[config.mk]
export PLATFORM = sky130hd
export DESIGN_NAME = mem_arbiter
export DESIGN_NICKNAME = d
export VERILOG_FILES = /design/src/rtl/mem_arbiter.sv
export SDC_FILE = /design/constraint.sdc
export NUM_CORES = 1
export LEC_CHECK = 0
export CAP_MARGIN = 40
export CORE_MARGIN = 5
export CORE_UTILIZATION = 41
export DETAILED_ROUTE_END_ITERATION = 10
export PLACE_DENSITY_LB_ADDON = 0.25
export SLEW_MARGIN = 20
export SYNTH_ARGS = -nofsm -noshare
export SYNTH_HDL_FRONTEND = slang
export SYNTH_SLANG_ARGS = --single-unit
[constraint.sdc]
create_clock -name Clock -period 1.9 [get_ports Clock]
set_input_delay 0.19 -clock Clock [delete_from_list [all_inputs] [get_ports Clock]]
set_output_delay 0.19 -clock Clock [all_outputs]
set_load 0.02 [all_outputs]
[src/rtl/mem_arbiter.sv]
// mem_arbiter: round-robin arbiter sharing one single-port synchronous RAM between
// a processor (port 0) and a loader/debug master (port 1), one access in flight.
module mem_arbiter #(
    parameter int AW  = 7,
    parameter int DW  = 16,
    parameter int LAT = 1
) (
    input  logic          Clock,
    input  logic          Resetn,
    input  logic          req0,
    input  logic          we0,
    input  logic [AW-1:0] addr0,
    input  logic [DW-1:0] wdata0,
    output logic          gnt0,
    output logic          rvalid0,
    output logic [DW-1:0] rdata0,
    input  logic          req1,
    input  logic          we1,
    input  logic [AW-1:0] addr1,
    input  logic [DW-1:0] wdata1,
    output logic          gnt1,
    output logic          rvalid1,
    output logic [DW-1:0] rdata1,
    output logic          mem_en,
    output logic          mem_we,
    output logic [AW-1:0] mem_addr,
    output logic [DW-1:0] mem_wdata,
    input  logic [DW-1:0] mem_rdata
);
    typedef enum logic [1:0] {IDLE, ACCESS, WAIT} state_t;
    state_t state, state_n;
    logic last, last_n, port, port_n, wr, wr_n, sel;
    logic [1:0] cnt, cnt_n;
    logic gnt0_n, gnt1_n, rvalid0_n, rvalid1_n, mem_en_n, mem_we_n;
    logic [AW-1:0] mem_addr_n;
    logic [DW-1:0] mem_wdata_n, rdata0_n, rdata1_n;

    // On contention the port that did not win last time is served.
    assign sel = req1 && (!req0 || !last);

    always_comb begin
        state_n     = state;
        last_n      = last;
        port_n      = port;
        wr_n        = wr;
        cnt_n       = cnt;
        gnt0_n      = 1'b0;
        gnt1_n      = 1'b0;
        rvalid0_n   = 1'b0;
        rvalid1_n   = 1'b0;
        mem_en_n    = 1'b0;
        mem_we_n    = 1'b0;
        mem_addr_n  = mem_addr;
        mem_wdata_n = mem_wdata;
        rdata0_n    = rdata0;
        rdata1_n    = rdata1;
        case (state)
            IDLE: if (req0 || req1) begin
                state_n     = ACCESS;
                port_n      = sel;
                last_n      = sel;
                wr_n        = sel ? we1 : we0;
                gnt0_n      = !sel;
                gnt1_n      = sel;
                mem_en_n    = 1'b1;
                mem_we_n    = sel ? we1 : we0;
                mem_addr_n  = sel ? addr1 : addr0;
                mem_wdata_n = sel ? wdata1 : wdata0;
            end
            ACCESS: begin
                state_n = wr ? IDLE : WAIT;
                cnt_n   = 2'(LAT - 1);
            end
            WAIT: if (cnt == 2'd0) begin
                state_n   = IDLE;
                rvalid0_n = !port;
                rvalid1_n = port;
                rdata0_n  = port ? rdata0 : mem_rdata;
                rdata1_n  = port ? mem_rdata : rdata1;
            end else begin
                cnt_n = cnt - 2'd1;
            end
            default: state_n = IDLE;
        endcase
    end

    always_ff @(posedge Clock) begin
        if (!Resetn) begin
            state     <= IDLE;
            last      <= 1'b1;
            port      <= 1'b0;
            wr        <= 1'b0;
            cnt       <= 2'd0;
            gnt0      <= 1'b0;
            gnt1      <= 1'b0;
            rvalid0   <= 1'b0;
            rvalid1   <= 1'b0;
            mem_en    <= 1'b0;
            mem_we    <= 1'b0;
            mem_addr  <= '0;
            mem_wdata <= '0;
            rdata0    <= '0;
            rdata1    <= '0;
        end else begin
            state     <= state_n;
            last      <= last_n;
            port      <= port_n;
            wr        <= wr_n;
            cnt       <= cnt_n;
            gnt0      <= gnt0_n;
            gnt1      <= gnt1_n;
            rvalid0   <= rvalid0_n;
            rvalid1   <= rvalid1_n;
            mem_en    <= mem_en_n;
            mem_we    <= mem_we_n;
            mem_addr  <= mem_addr_n;
            mem_wdata <= mem_wdata_n;
            rdata0    <= rdata0_n;
            rdata1    <= rdata1_n;
        end
    end
endmodule

==> flow_metrics.tcl <==
set metrics [dict create \
    synth-seq-area-share 0.493 \
    register_area_um2 1360 \
    drt_first_pass_iters 4 \
    worst-slew-pin-transition_ps 427 \
    antenna_left 0 \
    outcome "complete, no violations" \
    cts.sinks 68 \
    p_seq_frac 0.460 \
    slew_viol_final 0 \
    syn_to_final_growth_pct 54.6 \
    grt_pass1_wl_um 12300 \
    sw_frac_of_total 0.283 \
    dp_hpwl_um 5430 \
    clk_latency_ps 330 \
    synth-seq-cells 68 \
    slew_headroom 0.715 \
    crit_end "mem_wdata[4]" \
    cts.repair.resized 0 \
    p_per_area_nw_per_um2 800 \
    grt_max_degree 34 \
    worstReg2RegStart "cnt[0]$_SDFFE_PN0P_" \
    coreArea_um2 6680 \
    antennaDiodeCount 0 \
    cts_tree "built" \
    ff2ff_path_depth 6 \
    gp_congestion 0.801 \
    setup_viol 0 \
    rows 30 \
    viasPerCell 5.10 \
    yosysTopAreaCellShare 0.493 \
    ir_worst_vdd_uv 432 \
    drive_gt1_frac 0.122 \
    worst_setup_path_start_kind "flip-flop" \
    p_clk_frac 0.314 \
    synth_cell_type_count 31 \
    syn_area_um2 2760 \
    synth_area_leaders "dfxtp_1 (49%), a311oi_2 (10%), nand2_1 (8.4%)" \
    wl_um 7550 \
    p_leak_nw 1.56 \
    yosysMostFrequentCell "dfxtp_1" \
    cp.required_ps 1710 \
    nNetsFinal 500 \
    worst_ep_arrival_time_ps 1310 \
    nFillCells 572 \
    fp.dieW_um 92.1 \
    tns_ps 0 \
    hold_class "input pin to flip-flop" \
    cts-root-buf "clkbuf_8" \
    wl_per_cell_um 14.6 \
    fp.dieArea_um2 8480 \
    hold_viol 0 \
    hold_buffers 0 \
    io_pins 129 \
    clkTransAtPathRegs_ps 70 \
    cp-startpoint "mem_wdata[4]$_SDFFE_PN0P_" \
    antenna_found_initial 0 \
    track_usage 0.177 \
    synth_nets 380 \
    dieHeight_um 92.1 \
    ys_top_cells_by_count "dfxtp_1 (68), nand2_1 (62), nand3_1 (33)" \
    ys.flop_type "dfxtp_1" \
    max_freq_ghz 0.667 \
    cts_buffer_depth 2 \
    rsz0062_at_grt "no" \
    async_flop_share 0 \
    path_cells "clkdlybuf4s50_1" \
    rrSetupSlack_ps 480 \
    finalCritPeriodShare 0.788 \
    cp_max_fo 2 \
    critical_path_class "flip-flop to primary output" \
    yosysWarnings 0 \
    cts_setup_buffers 0 \
    synthCells 311 \
    post-route-min-period_ps 1500 \
    yosys.area.top_type "dfxtp_1" \
    critPathSlowestCell "clkdlybuf4s50_1" \
    fin_worst_skew_ps 7.01 \
    final_util 0.639 \
    crit_path_max_incr_delay_ps 630 \
    initial_core_util 0.413 \
    vias 2631 \
    crit_buf_inv 1 \
    cap_violations 0 \
    drtIter0Drc 142 \
    multiInputGateArea_um2 1220 \
    comb_power_share 0.225 \
    cts_inserted_buffers 9 \
    syn_area_per_cell_um2 8.88 \
    synth_edf_count 0 \
    grt_pass1_vias 2612 \
    cp.depth 1 \
    critPathTopFamily "buffers and inverters" \
    io_buffer_count 128 \
    overflow 0 \
    regToRegEndpoint "rdata0[14]$_SDFFE_PN0P_" \
    internal-power_mw 2.45 \
    switchingPower_uw 967 \
    cts_max_level 3 \
    post-route-drc-count 0 \
    end_kind "primary output" \
]
-- flip-flops by register name (all words and copies together), names as in the netlist --
| signal | flops |
|---|---|
| mem_wdata | 16 |
| rdata0 | 16 |
| rdata1 | 16 |
| mem_addr | 7 |
| cnt | 2 |
| state | 2 |
| gnt0 | 1 |
| gnt1 | 1 |
| last | 1 |
| mem_en | 1 |
| mem_we | 1 |
| port | 1 |
| rvalid0 | 1 |
| rvalid1 | 1 |
| wr | 1 |
-- power by group through the flow --
stage	registers, mW	logic (mW)	clock network [mW]
6_report	1.57	0.771	1.07
5_1_grt	1.58	0.826	1.18
4_1_cts	1.57	0.777	1.11
3_5_place_dp	1.60	0.774	0
3_3_place_gp	1.60	0.767	0
2_1_floorplan	1.69	0.324	0
-- logic make-up (layout without fill, tap and decap cells) --
family                     after synthesis  count (layout)  share of synthesized area
AOI/OAI and AO/OA                       93              93                      0.254
and+or+nand+nor                        112             112                      0.181
buffers and inverters                   36             161                     0.0639
adders and majority gates                1               1                    0.00453
muxes                                    1               1                    0.00362
DFF                                     68              68                      0.493
-- worst reg2reg max path: stages, from the launching register on --
cell and delay [ps]:
dfxtp_1 370, inv_1 60, ha_1 270, nand4bb_1 120, buf_4 300, nand3_1 130, o21ai_0 90
-- how the worst min path moves through the flow --
stage,startpoint,endpoint,slack [ps],cells past startpoint
2_1_floorplan,mem_rdata[6],rdata0[6]$_SDFFE_PN0P_,340,2
3_3_place_gp,rdata0[6]$_SDFFE_PN0P_,rdata0[6]$_SDFFE_PN0P_,450,2
3_5_place_dp,rdata0[7]$_SDFFE_PN0P_,rdata0[7]$_SDFFE_PN0P_,450,2
4_1_cts,Resetn,last$_SDFFE_PN1P_,150,2
5_1_grt,Resetn,last$_SDFFE_PN1P_,160,2
6_report,Resetn,last$_SDFFE_PN1P_,160,2
-- cell type report --
type | instances | area share
inverters | 5 | 0.00439
clock inverters | 5 | 0.00849
repair buffers | 140 | 0.323
flip-flops and latches | 68 | 0.319
well taps | 80 | 0.0234
clock buffers | 11 | 0.0354
multi-input cells | 207 | 0.287
-- through the flow --
step | cell area [um^2] | total power, mW | instances | hold WS [ps] | setup WS (ps)
floorplan | 2760 | 2.01 | 311 | 339 | 548
global placement | 4080 | 2.37 | 500 | 446 | 334
detailed placement | 4080 | 2.38 | 500 | 454 | 287
CTS | 4270 | 3.46 | 516 | 148 | 376
global route | 4270 | 3.60 | 516 | 157 | 323
finish | 4270 | 3.42 | 516 | 164 | 402
-- per-layer routing --
layer / part of all wire / track usage / vias up
met2: 0.46 / 0.286 / 97
met5: 0 / 0 / -
met1: 0.45 / 0.221 / 1187
met3: 0.072 / 0.0468 / 11
met4: 0.016 / 0.0767 / 0
li1: - / - / 1336
-- cell usage in the layout, fill, tap and decap left out, drive strengths merged --
master	n
mux2i	1
ha	1
o21ai	33
or2	1
clkbuf	11
o211ai	2
clkinv	2
nor2	8
a21boi	2
nand3	33
nand2	62
nor4b	2
nand4b	1
a22oi	1
a21oi	29
and2	1
o21a	1
a211oi	1
dfxtp	68
a311oi	23
nor3	1
clkinvlp	3
inv	5
a21bo	1
clkdlybuf4s50	127
nand4bb	1
and3	2
buf	13
No activity file was read; power rests on OpenSTA's default activity.
